`src/rtl/alarm_pkg.sv`:
```
// Shared types and helpers for the alarm-clock time-setting path.
package alarm_pkg;

   localparam int unsigned BTN_CENTER = 0;
   localparam int unsigned BTN_UP     = 1;
   localparam int unsigned BTN_LEFT   = 2;
   localparam int unsigned BTN_RIGHT  = 3;
   localparam int unsigned BTN_DOWN   = 4;
   localparam int unsigned NUM_BTN    = 5;

   typedef enum logic [1:0] {
      IDLE   = 2'd0,
      EDIT   = 2'd1,
      COMMIT = 2'd2
   } state_t;

   // v + s wrapped into 0..m-1; sum held in 33 bits so it cannot overflow
   function automatic logic [31:0] mod_add(input logic [31:0] v, input logic [31:0] s,
                                           input logic [31:0] m);
      logic [32:0] sum;
      sum = {1'b0, v} + {1'b0, s};
      if (sum >= {1'b0, m}) return 32'(sum - {1'b0, m});
      return 32'(sum);
   endfunction

   function automatic logic [31:0] mod_sub(input logic [31:0] v, input logic [31:0] s,
                                           input logic [31:0] m);
      if (v >= s) return v - s;
      return 32'({1'b0, v} + {1'b0, m} - {1'b0, s});
   endfunction

endpackage

```
`src/rtl/btn_repeat.sv`:
```
// One button: 2-flop synchroniser, press-edge detect and optional hold auto-repeat.
module btn_repeat #(
   parameter int unsigned RPT_DELAY = 500,
   parameter int unsigned RPT_RATE  = 100,
   parameter int unsigned CW        = 14,
   parameter bit          REPEAT_EN = 1'b1
) (
   input  logic CLOCK_1ms,
   input  logic RESET,
   input  logic clr,
   input  logic btn,
   output logic press_c,
   output logic rep_c,
   output logic held
);

   logic          s1, s2, hist;
   logic          phase;
   logic [CW-1:0] cnt;
   logic          rpt_hit;

   assign held    = s2;
   assign press_c = s2 & ~hist;
   // cnt equals the number of cycles since the edge (or since the last repeat)
   assign rpt_hit = phase ? (cnt == CW'(RPT_RATE)) : (cnt == CW'(RPT_DELAY));
   assign rep_c   = REPEAT_EN && s2 && !press_c && rpt_hit;

   always_ff @(posedge CLOCK_1ms or posedge RESET) begin
      if (RESET) begin
         s1    <= 1'b0;
         s2    <= 1'b0;
         hist  <= 1'b0;
         phase <= 1'b0;
         cnt   <= '0;
      end else if (clr) begin
         s1    <= 1'b0;
         s2    <= 1'b0;
         hist  <= 1'b0;
         phase <= 1'b0;
         cnt   <= '0;
      end else begin
         s1   <= btn;
         s2   <= s1;
         hist <= s2;
         if (!s2) begin
            cnt   <= '0;
            phase <= 1'b0;
         end else if (press_c) begin
            cnt <= CW'(1);
         end else if (rep_c) begin
            cnt   <= CW'(1);
            phase <= 1'b1;
         end else if (cnt != '1) begin
            cnt <= cnt + CW'(1);
         end
      end
   end

endmodule

```
`src/rtl/time_set_editor.sv`:
```
// Modular time-setting editor: digit select, step up/down with wrap, commit handshake, timeout.
module time_set_editor
   import alarm_pkg::*;
#(
   parameter int unsigned          W         = 12,
   parameter int unsigned          MOD       = 3600,
   parameter int unsigned          DIGITS    = 4,
   parameter logic [DIGITS*W-1:0]  STEPS     = {12'd600, 12'd60, 12'd10, 12'd1},
   parameter int unsigned          RPT_DELAY = 500,
   parameter int unsigned          RPT_RATE  = 100,
   parameter int unsigned          TIMEOUT   = 10000
) (
   input  logic              CLOCK_1ms,
   input  logic              RESET,
   input  logic              CLOCK_1s,
   input  logic              ENABLE,
   input  logic [W-1:0]      TIME_CURR,
   input  logic [4:0]        BTN,
   output logic [W-1:0]      TIME_SET,
   output logic [DIGITS-1:0] SEL_ONEHOT,
   output logic [DIGITS-1:0] BLANK_MASK,
   output logic              EDITING,
   output logic              COMMIT_VALID,
   input  logic              COMMIT_READY,
   output logic              CANCEL_PULSE,
   output logic              CLOCK_RUN
);

   localparam int unsigned CMAX = (RPT_DELAY > TIMEOUT) ? RPT_DELAY : TIMEOUT;
   localparam int unsigned CW   = $clog2(CMAX + 1);
   localparam int unsigned SW   = (DIGITS > 1) ? $clog2(DIGITS) : 1;

   state_t              state, state_n;
   logic [W-1:0]        time_set, time_set_n, entry, entry_n;
   logic [SW-1:0]       sel, sel_n;
   logic [DIGITS-1:0]   sel_oh, sel_oh_n;
   logic [CW-1:0]       to_cnt, to_cnt_n;
   logic                editing, valid, cancel, run, run_n, cancel_n;
   logic                en_q, en_rise, en_fall;
   logic [W-1:0]        step;

   logic [NUM_BTN-1:0]  press_c, rep_c, held;
   logic                both, up_evt, dn_evt, any_evt, unused_bits;

   assign en_rise = ENABLE & ~en_q;
   assign en_fall = ~ENABLE & en_q;

   for (genvar gi = 0; gi < NUM_BTN; gi++) begin : g_btn
      btn_repeat #(
         .RPT_DELAY (RPT_DELAY),
         .RPT_RATE  (RPT_RATE),
         .CW        (CW),
         .REPEAT_EN (gi == BTN_UP || gi == BTN_DOWN)
      ) u_btn (
         .CLOCK_1ms (CLOCK_1ms),
         .RESET     (RESET),
         .clr       (en_rise),
         .btn       (BTN[gi]),
         .press_c   (press_c[gi]),
         .rep_c     (rep_c[gi]),
         .held      (held[gi])
      );
   end

   // UP and DOWN held together cancel each other out entirely
   assign both        = held[BTN_UP] & held[BTN_DOWN];
   assign up_evt      = (press_c[BTN_UP] | rep_c[BTN_UP]) & ~both;
   assign dn_evt      = (press_c[BTN_DOWN] | rep_c[BTN_DOWN]) & ~both;
   assign any_evt     = press_c[BTN_CENTER] | press_c[BTN_LEFT] | press_c[BTN_RIGHT] | up_evt | dn_evt;
   assign unused_bits = ^{held[BTN_CENTER], held[BTN_LEFT], held[BTN_RIGHT],
                          rep_c[BTN_CENTER], rep_c[BTN_LEFT], rep_c[BTN_RIGHT]};

   assign step = STEPS[sel*W +: W];

   always_comb begin
      state_n    = state;
      time_set_n = time_set;
      entry_n    = entry;
      sel_n      = sel;
      to_cnt_n   = to_cnt;
      cancel_n   = 1'b0;
      run_n      = run;
      case (state)
         IDLE: begin
            if (en_rise) begin
               state_n    = EDIT;
               time_set_n = TIME_CURR;
               entry_n    = TIME_CURR;
               sel_n      = '0;
               to_cnt_n   = '0;
            end
         end
         EDIT: begin
            if (any_evt)              to_cnt_n = '0;
            else if (to_cnt != '1)    to_cnt_n = to_cnt + CW'(1);
            if (en_fall || to_cnt >= CW'(TIMEOUT)) begin
               time_set_n = entry;
               cancel_n   = 1'b1;
               state_n    = IDLE;
            end else if (press_c[BTN_CENTER]) begin
               state_n = COMMIT;
            end else if (press_c[BTN_LEFT]) begin
               sel_n = (sel == SW'(DIGITS - 1)) ? '0 : sel + SW'(1);
            end else if (press_c[BTN_RIGHT]) begin
               sel_n = (sel == '0) ? SW'(DIGITS - 1) : sel - SW'(1);
            end else if (up_evt) begin
               time_set_n = W'(mod_add(32'(time_set), 32'(step), 32'(MOD)));
            end else if (dn_evt) begin
               time_set_n = W'(mod_sub(32'(time_set), 32'(step), 32'(MOD)));
            end
         end
         COMMIT: begin
            if (COMMIT_READY) begin
               run_n   = 1'b1;
               state_n = IDLE;
            end
         end
         default: state_n = IDLE;
      endcase
      sel_oh_n = DIGITS'(1) << sel_n;
   end

   always_ff @(posedge CLOCK_1ms or posedge RESET) begin
      if (RESET) begin
         state    <= IDLE;
         time_set <= '0;
         entry    <= '0;
         sel      <= '0;
         sel_oh   <= DIGITS'(1);
         to_cnt   <= '0;
         editing  <= 1'b0;
         valid    <= 1'b0;
         cancel   <= 1'b0;
         run      <= 1'b0;
         en_q     <= 1'b0;
      end else begin
         state    <= state_n;
         time_set <= time_set_n;
         entry    <= entry_n;
         sel      <= sel_n;
         sel_oh   <= sel_oh_n;
         to_cnt   <= to_cnt_n;
         editing  <= (state_n == EDIT);
         valid    <= (state_n == COMMIT);
         cancel   <= cancel_n;
         run      <= run_n;
         en_q     <= ENABLE;
      end
   end

   assign TIME_SET     = time_set;
   assign SEL_ONEHOT   = sel_oh;
   assign BLANK_MASK   = sel_oh & {DIGITS{~CLOCK_1s & editing}};
   assign EDITING      = editing;
   assign COMMIT_VALID = valid;
   assign CANCEL_PULSE = cancel;
   assign CLOCK_RUN    = run;

endmodule
```
`config.mk`:
```
export PLATFORM = sky130hd
export DESIGN_NAME = time_set_editor
export DESIGN_NICKNAME = d
export VERILOG_FILES = /design/src/rtl/alarm_pkg.sv /design/src/rtl/btn_repeat.sv /design/src/rtl/time_set_editor.sv
export SDC_FILE = /design/constraint.sdc
export NUM_CORES = 1
export LEC_CHECK = 0
export CAP_MARGIN = 40
export CORE_ASPECT_RATIO = 0.7
export CORE_MARGIN = 5
export CORE_UTILIZATION = 60
export CTS_CLUSTER_DIAMETER = 120
export DETAILED_ROUTE_END_ITERATION = 10
export PLACE_DENSITY = 0.92
export SYNTH_ARGS = -nofsm -noshare
export SYNTH_HDL_FRONTEND = slang
export SYNTH_SLANG_ARGS = --single-unit
```
`constraint.sdc`:
```
create_clock -name CLOCK_1ms -period 11 [get_ports CLOCK_1ms]
set_input_delay 2.2 -clock CLOCK_1ms [delete_from_list [all_inputs] [get_ports CLOCK_1ms]]
set_output_delay 2.2 -clock CLOCK_1ms [all_outputs]
set_load 0.02 [all_outputs]
```
==> impl_metrics.toml, run 1 <==
[run_status]
status = "finished clean"

[placed_design]
place.gp.congestion = 0.9808
hpwl_mm = 13.93
io_buffer_count = 45
dp.cells = 949

[power]
p_int_mw = 1.063
p_leak_nw = 3.325
clkPwrFrac_pct = 14.2
powerDensity_mw_per_mm2 = 263.2
ir_drop_mv = 0.1385
switchingPower_mw = 0.9676
p_seq_share_pct = 24.1
swShare_pct = 47.66
comb_power_share_pct = 61.7

[detailed_routing]
drt-pass1-iter-count = 5
drt-total-wl_mm = 18.62
antenna_left = 0
viasPerCell = 6.371
drc = 0
wl_per_cell_microns = 19.31
drt_iter0_markers = 704
vias = 6142

[clocking]
cts_tree = "done"
cts_inserted_buffers = 9
cts_root_buf = "clkbuf_16"
cts_hold_buf = 0
clkTransAtPathRegs_ps = 60
cts_buffer_depth = 2
cts_resized = 0
htreeDepth = 3
cts.sinks = 96
clk_latency_ps = 350
post_cts_buffers = 0

[synth]
synthesis.nets = 846
synthCells = 771
synth.area.top_cells = "dfrtp_1 (35%), ha_1 (8.2%), nor2_1 (4.3%)"
synth_edf_count = 0
syn_area_per_cell_sq_um = 8.864
synth_top_area_share_pct = 34.79
async_flop_share_pct = 100.0
yosys.area_share.xor_xnor_pct = 4.852
netlist_area_sq_mm = 0.006834
synth_compound_area_share_pct = 17.52
synth_warnings = 0
yosysSeqAreaShare_pct = 35.17
synth_mux_area_share_pct = 2.874
synthFlopType = "dfrtp_1"
ys_seq_elements = 96
yosys.area_share.simple_pct = 24.64
yosys.area.top_type = "dfrtp_1"
synthAdderAreaFrac_pct = 10.58
synth_top_family_by_area = "simple AND/OR/NAND/NOR gates"
synthDistinctLibCells = 79

[worst_setup_path]
critPathKind = "in -> out"
end_kind = "output port"
reg2reg_slack_ps = 6700
r2r_end = "TIME_SET[11]$_DFFE_PP0P_"
r2r-start = "sel[1]$_DFF_PP0_"
critPathArrivalTime_ps = 3550
cp-start-kind = "primary input"
rr_worst_depth = 13
critPathMaxFanout = 4
cp.required_ps = 8800

[finish]
final_layout_size_suffix_gt1_share_pct = 6.658
final_common_cell = "dfrtp_1"
final_cells = 964
syn2layout_area_growth_pct = 12.87
n_antenna_cell = 0
fillers = 812
nets = 882
final_cell_mix = "dfrtp_1 (95), nor2_1 (78), nand2_1 (56), inv_1 (49)"

[sta]
fmax_mhz = 173.8
rsz0062_at_grt = "false"
setup_violations = 0
period_needed_ps = 5752
worstMarginPinSlew_ps = 920.7
fin_crit_sh_pct = 52.30
fin_worst_skew_ps = 7.401
slew_headroom_pct = 38.50
slew_violations = 0
hold_violations = 0
fin_tns_setup_ps = 0

[floorplan]
rows = 32
start_util_pct = 61.62
die_w_microns = 137.6
io_pins = 46
die-area_sq_mm = 0.01366
die_y_microns = 99.29
coreArea_sq_mm = 0.01109

[grt]
track_usage_pct = 28.05
antenna_found_initial = 0
grt_pass1_wl_mm = 30.33
grt_max_degree = 55
grt-ovfl-total = 0
grt_pass1_vias = 5891

[worst_hold_path]
hold_class = "reg -> reg"
hold_end = "g_btn[3].u_btn.held$_DFF_PP0_"
hold_start = "g_btn[3].u_btn.s1$_DFF_PP0_"
whs_path_depth = 1

[flow_run]
drv_cap = 0
[cell families (layout without fill, tap and decap cells)]
family,count (synthesis),after routing
adders and majority gates,53,53
buffers and inverters,77,117
AOI/OAI and AO/OA,171,171
muxes,18,18
xor gates and xnor gates,37,37
DFF,96,96
and+or+nand+nor,319,319
[metrics by stage]
step           hold slack (ps)  util, %  area (sq um)  worst slack, ps  total power, mW
3_5_place_dp             440.2    67.16          7448             5237            1.675
6_report                 450.3    69.55          7714             5248            2.030
5_1_grt                  462.4    69.55          7714             5116            2.135
4_1_cts                  451.8    69.55          7714             5237            1.974
2_1_floorplan            427.7        -          6834             6211            1.317
3_3_place_gp             433.2    66.61          7387             5292            1.615
[layer usage]
layer	track usage [%]	wire (microns)	up-vias
li1	-	-	2816
met1	40.64	8224	2967
met2	41.12	8039	323
met3	8.493	2042	36
met4	7.055	310	0
met5	0	0	-
[power by group through the flow]
stage               sequential, mW  combinational, mW  clock, mW
floorplan                    0.487              0.830          0
global placement             0.484               1.13          0
detailed placement           0.489               1.19          0
CTS                          0.483               1.20      0.289
global route                 0.494               1.34      0.305
finish                       0.488               1.25      0.288
[critical path: stages]
cell and delay, ps:
clkdlybuf4s50_1 410, nor2b_1 190, and2_1 150, clkdlybuf4s50_1 600
[how the worst max path moves through the flow]
stage	from	endpoint	slack (ps)	cells after the start
3_5_place_dp	CLOCK_1s	BLANK_MASK[0]	5240	4
2_1_floorplan	CLOCK_1s	BLANK_MASK[0]	6210	2
4_1_cts	CLOCK_1s	BLANK_MASK[0]	5240	4
5_1_grt	CLOCK_1s	BLANK_MASK[3]	5120	4
6_report	CLOCK_1s	BLANK_MASK[0]	5250	4
3_3_place_gp	CLOCK_1s	BLANK_MASK[0]	5290	4
[cell type report]
class / count / area (sq um) / share of cell area (%)
clock buffers: 12 / 246.5 / 3.195
clock inverters: 3 / 18.77 / 0.2433
inverters: 50 / 188.9 / 2.449
multi-input cells: 598 / 4138 / 53.64
flip-flops and latches: 96 / 2404 / 31.16
well taps: 153 / 191.4 / 2.482
repair buffers: 52 / 526.8 / 6.829
[Yosys cell counts, types with 5 or more instances]
library cell	count
nand3_1	22
mux2_2	13
a21o_1	5
inv_1	50
nand2_1	56
and3_1	26
o21ai_0	37
ha_1	45
nor2_1	78
o211ai_1	7
nand4_1	9
a21oi_1	30
xor2_1	14
buf_2	7
nand2b_1	17
o21bai_1	7
and2_1	27
or3_1	9
a311oi_1	6
o31ai_1	14
mux2i_1	5
a22o_1	7
dfrtp_1	95
a31oi_1	6
nor4_1	8
a211oi_1	10
clkbuf_1	20
nor3_1	20
xnor2_1	22
nor2b_1	14
fa_1	8
[state kept, by name, summed over array words and instances (netlist names), 4 cells and up]
| name | count |
|---|---|
| entry | 12 |
| g_btn.u_btn.held | 5 |
| to_cnt | 14 |
| g_btn.u_btn.hist | 5 |
| g_btn.u_btn.cnt | 28 |
| g_btn.u_btn.s1 | 5 |
| TIME_SET | 12 |
| SEL_ONEHOT | 4 |
No activity file was read; power rests on OpenSTA's default activity.
==> run 2, diff against run 1 <==
==> constraint.sdc (replaced) <==
create_clock -name CLOCK_1ms -period 5.5 [get_ports CLOCK_1ms]
set_input_delay 1.1 -clock CLOCK_1ms [delete_from_list [all_inputs] [get_ports CLOCK_1ms]]
set_output_delay 1.1 -clock CLOCK_1ms [all_outputs]
set_load 0.02 [all_outputs]
==> impl_metrics.toml, run 2 (synthesis gave the netlist of run 1 again) <==
[finish]
largest-register = "g_btn.u_btn.cnt"
final_area_sq_mm = 0.007702
final_common_cell = "dfrtp_1"
n_antenna_cell = 0
final_layout_size_suffix_gt1_share_pct = 7.028
reg_top3 = "g_btn.u_btn.cnt (28), to_cnt (14)"
nets = 881
largest_reg_flops = 28
syn2layout_area_growth_pct = 12.71
final_cell_mix = "dfrtp_1 (95), nor2_1 (78), nand2_1 (56), inv_1 (49)"

[detailed_routing]
wl_per_cell_microns = 19.52
vias = 6176
drc = 0
viasPerCell = 6.407
antenna_left = 0
drt_iter0_markers = 672
drt-total-wl_mm = 18.82
drt-pass1-iter-count = 7

[floorplan]
coreArea_sq_mm = 0.01109
die_y_microns = 99.29
rows = 32
io_pins = 46
die-area_sq_mm = 0.01366
start_util_pct = 61.62
die_w_microns = 137.6

[clocking]
cts_buffer_depth = 2
htreeDepth = 3
post_cts_buffers = 0
cts.sinks = 96
clkTransAtPathRegs_ps = 70
cts_tree = "done"
cts_hold_buf = 0
clk_latency_ps = 350
cts_inserted_buffers = 9
cts_resized = 0
cts_root_buf = "clkbuf_16"

[sta]
slew_violations = 0
fin_crit_sh_pct = 73.52
rsz0062_at_grt = "false"
setup_violations = 0
fin_tns_setup_ps = 0
period_needed_ps = 4044
hold_violations = 0
fmax_mhz = 247.3
fin_worst_skew_ps = 12.17
worstMarginPinSlew_ps = 844.7
slew_headroom_pct = 43.68

[placed_design]
place.gp.congestion = 1.023
hpwl_mm = 14.04
io_buffer_count = 45
post_dp_cell_area_sq_mm = 0.007417

[grt]
grt_pass1_vias = 5972
use_met3_pct = 8.038
track_usage_pct = 28.32
grt_pass1_wl_mm = 30.65
antenna_found_initial = 0
grt_max_degree = 51
grt.busiest_layer = "met1"
grt-ovfl-total = 0
grt_util_met2_pct = 40.40
grtUsageMet1_pct = 42.70

[power]
p_leak_nw = 3.317
ir_drop_mv = 0.3216
powerDensity_mw_per_mm2 = 526.3

[worst_setup_path]
max_stage_delay_ps = 550
cp-start-kind = "flip-flop"
end_kind = "flip-flop"
crit_chain = "inv_1 -> ha_1 -> inv_1 -> ha_1 -> nor2b_1 -> a211oi_2 -> o21ai_0 -> and2_1 -> ha_1 -> nand4_1 -> a21oi_1 -> nand4b_1 -> nand3_1 -> a311o_1 -> a221o_1"
critPathKind = "reg -> reg"
critPathMaxFanout = 12
cp.required_ps = 5740
critPathArrivalTime_ps = 4280
cp_common_cell = "ha_1"
cp_slowest_cell = "ha_1"

[worst_hold_path]
hold_class = "reg -> reg"

[run_status]
status = "finished clean"

[flow_run]
drv_cap = 0
[run 2: cell types whose count changed in the layout (fill, tap and decap cells not counted), moves of 2 or more]
cell        previous run  this run
buf_4                  4         6
inv_8                  0         2
clkbuf_1               2         0
clkinvlp_4             0         2
inv_6                  0         2
[run 2: worst max-delay path: cells and delay by family (launching register included)]
| kind | cells | cell delay (ps) |
|---|---|---|
| compound gates | 5 | 1280 |
| fa+ha+maj | 3 | 1000 |
| simple gates | 5 | 980 |
| flops | 1 | 440 |
| buf+inv | 2 | 230 |
[run 2: final timing paths]
check                      slack, ps                                end  cells past startpoint                        start
min in group asynchronous       1190  g_btn[4].u_btn.cnt[1]$_DFFE_PP0P_                      2                        RESET
max in group asynchronous       3150              to_cnt[2]$_DFFE_PP0P_                      3                        RESET
max reg2reg                     1460            TIME_SET[9]$_DFFE_PP0P_                     15             sel[0]$_DFF_PP0_
max                             1460            TIME_SET[9]$_DFFE_PP0P_                     15             sel[0]$_DFF_PP0_
min                              450      g_btn[3].u_btn.held$_DFF_PP0_                      1  g_btn[3].u_btn.s1$_DFF_PP0_
min reg2reg                      450      g_btn[3].u_btn.held$_DFF_PP0_                      1  g_btn[3].u_btn.s1$_DFF_PP0_
[run 2: power breakdown]
| group | leakage (nW) | total (mW) | switching, mW | internal (mW) |
|---|---|---|---|---|
| combinational | 1.92 | 2.47 | 1.48 | 0.996 |
| sequential | 1.26 | 0.968 | 0.160 | 0.808 |
| clock | 0.136 | 0.612 | 0.296 | 0.316 |
| total | 3.32 | 4.05 | 1.93 | 2.12 |
[run 2: through the flow]
step | std cells | utilization, % | hold slack, ps | setup WS, ps | total power [mW]
floorplan | 771 | - | 427.7 | 1896 | 2.634
global placement | 945 | 66.67 | 433.1 | 1601 | 3.276
detailed placement | 948 | 66.88 | 437.1 | 1526 | 3.332
CTS | 964 | 69.45 | 454.7 | 1537 | 3.963
global route | 964 | 69.45 | 472.0 | 1215 | 4.301
finish | 964 | 69.45 | 454.4 | 1456 | 4.053
[run 2: area by class of cell]
cell class,instances,area (sq um)
clock buffer,9,225.2
inverter,50,188.9
multi-input combinational,598,4138
clock inverter,7,60.06
fill,830,3388
tap,153,191.4
timing repair buffer,51,495.5
sequential,96,2404
[run 2: per-layer routing]
metal  vias to the layer above  wire [microns]
met5                         -               0
met4                         0             259
met3                        32            1862
met2                       308            8003
met1                      3031            8697
li1                       2805               -
==> run 3, diff against run 2 <==
==> constraint.sdc (replaced) <==
create_clock -name CLOCK_1ms -period 4.1 [get_ports CLOCK_1ms]
set_input_delay 0.82 -clock CLOCK_1ms [delete_from_list [all_inputs] [get_ports CLOCK_1ms]]
set_output_delay 0.82 -clock CLOCK_1ms [all_outputs]
set_load 0.02 [all_outputs]
==> impl_metrics.toml, run 3 (synthesis gave the netlist of run 1 again) <==
[clocking]
cts.sinks = 96
cts_tree = "done"
cts_buffer_depth = 2
cts_root_buf = "clkbuf_16"
clk_latency_ps = 350
htreeDepth = 3
cts_hold_buf = 0
cts_inserted_buffers = 9
clkTransAtPathRegs_ps = 70

[worst_hold_path]
hold_class = "reg -> reg"

[worst_setup_path]
cp.required_ps = 4330
cp-start-kind = "flip-flop"
cp_num_buf_inv = 2
critPathArrivalTime_ps = 4160
cp-startpoint = "sel[1]$_DFF_PP0_"
cp_common_cell = "ha_1"
cp_slowest_cell = "dfrtp_1"
r2r-start = "sel[1]$_DFF_PP0_"
crit_chain = "inv_2 -> ha_1 -> inv_1 -> ha_1 -> nand2b_1 -> a211oi_4 -> or3_1 -> and2_1 -> ha_1 -> nand4_1 -> a21oi_1 -> nand4b_1 -> nand3_1 -> a311o_1 -> a221o_1"
reg2reg_slack_ps = 170
endpoint = "TIME_SET[9]$_DFFE_PP0P_"
critical-path-top-delay-family = "compound AO/OA/AOI/OAI gates"
max_stage_delay_ps = 440
rr_worst_depth = 15
cp.depth = 15
r2r_end = "TIME_SET[9]$_DFFE_PP0P_"
critPathMaxFanout = 6
critPathKind = "reg -> reg"
end_kind = "flip-flop"

[sta]
worstMarginPinSlew_ps = 820.2
hold_violations = 0
setup_ws_ps = 174.5
period_needed_ps = 3926
setup_violations = 0
fmax_mhz = 254.7
fin_crit_sh_pct = 95.74
fin_worst_skew_ps = 4.102
slew_violations = 0
fin_tns_setup_ps = 0
slew_headroom_pct = 44.73

[finish]
nets = 888
reg_top3 = "g_btn.u_btn.cnt (28), to_cnt (14)"
syn2layout_area_growth_pct = 13.91
largest_reg_flops = 28
final_cells = 971
final_cell_mix = "dfrtp_1 (95), nor2_1 (78), nand2_1 (56), inv_1 (48), clkdlybuf4s50_1 (45)"
final_layout_size_suffix_gt1_share_pct = 8.191
fillers = 806
n_antenna_cell = 0
final_common_cell = "dfrtp_1"
final_area_sq_mm = 0.007785
largest-register = "g_btn.u_btn.cnt"

[detailed_routing]
drt_iter0_markers = 774
drc = 0
antenna_left = 0
viasPerCell = 6.432
wl_per_cell_microns = 19.13
vias = 6245
drt-pass1-iter-count = 7
drt-total-wl_mm = 18.58

[power]
powerDensity_mw_per_mm2 = 705.1
power.total_mw = 5.489
ir_drop_mv = 0.3267
p_leak_nw = 3.363

[run_status]
status = "finished clean"

[placed_design]
dp.cells = 954
io_buffer_count = 45
hpwl_mm = 13.64
post_dp_cell_area_sq_mm = 0.007475
dp_slack_ps = 211.1
place.gp.congestion = 1.046

[grt]
grt_pass1_vias = 5972
grt-ovfl-total = 0
track_usage_pct = 27.74
antenna_found_initial = 0
grt_pass1_wl_mm = 30.02
grt_max_degree = 60

[flow_run]
drv_cap = 0

[floorplan]
coreArea_sq_mm = 0.01109
io_pins = 46
die-area_sq_mm = 0.01366
rows = 32
start_util_pct = 61.62
die_y_microns = 99.29
die_w_microns = 137.6
## run 3: repair_timing
action | CTS | global route
setup buffers | 0 | 1
gates resized for setup | 0 | 5
endpoints found under the setup margin | 0 | 5
## run 3: final cells by class
type / count / area, sq um / share of cell area (%)
Multi-Input combinational cell: 598 / 4151 / 53.33
Sequential cell: 96 / 2404 / 30.87
Timing Repair Buffer: 58 / 560.5 / 7.200
Clock buffer: 10 / 239.0 / 3.070
Tap cell: 153 / 191.4 / 2.459
Inverter: 50 / 188.9 / 2.427
Clock inverter: 6 / 50.05 / 0.6429
## run 3: worst register-to-register path: cells and delay by family, from the launching register on
family	cells	cell delay (ps)
AOI/OAI and AO/OA	4	1200
adders and majority gates	3	770
buffers and inverters	2	260
DFF	1	440
and+or+nand+nor	6	1140
## run 3: power breakdown
group          internal (mW)  switching, mW  total (mW)
logic                   1.38           2.01        3.38
clock network          0.437          0.394       0.831
registers               1.08          0.190        1.27
total                   2.90           2.59        5.49
## run 3: metal layers
layer  vias to the layer above  share of wire (%)  global-route usage (%)
li1                       2835                  -                       -
met4                         0                1.7                   8.512
met5                         -                  0                       0
met2                       342                 45                   40.78
met3                        36                 12                   9.403
met1                      3032                 42                   38.81
## run 3: how the worst min path moves through the flow
stage | from | endpoint | slack [ps] | cells after the start
2_1_floorplan | g_btn[0].u_btn.s1$_DFF_PP0_ | g_btn[0].u_btn.held$_DFF_PP0_ | 430 | 1
3_3_place_gp | g_btn[4].u_btn.s1$_DFF_PP0_ | g_btn[4].u_btn.held$_DFF_PP0_ | 430 | 1
3_5_place_dp | g_btn[3].u_btn.s1$_DFF_PP0_ | g_btn[3].u_btn.held$_DFF_PP0_ | 440 | 1
4_1_cts | g_btn[3].u_btn.s1$_DFF_PP0_ | g_btn[3].u_btn.held$_DFF_PP0_ | 450 | 1
5_1_grt | g_btn[3].u_btn.s1$_DFF_PP0_ | g_btn[3].u_btn.held$_DFF_PP0_ | 480 | 1
6_report | g_btn[3].u_btn.s1$_DFF_PP0_ | g_btn[3].u_btn.held$_DFF_PP0_ | 450 | 1
## run 3: stage by stage
step	hold slack [ps]	util, %
global route	480.1	70.19
floorplan	427.7	-
finish	451.2	70.19
detailed placement	438.2	67.40
CTS	452.3	70.00
global placement	431.6	67.33
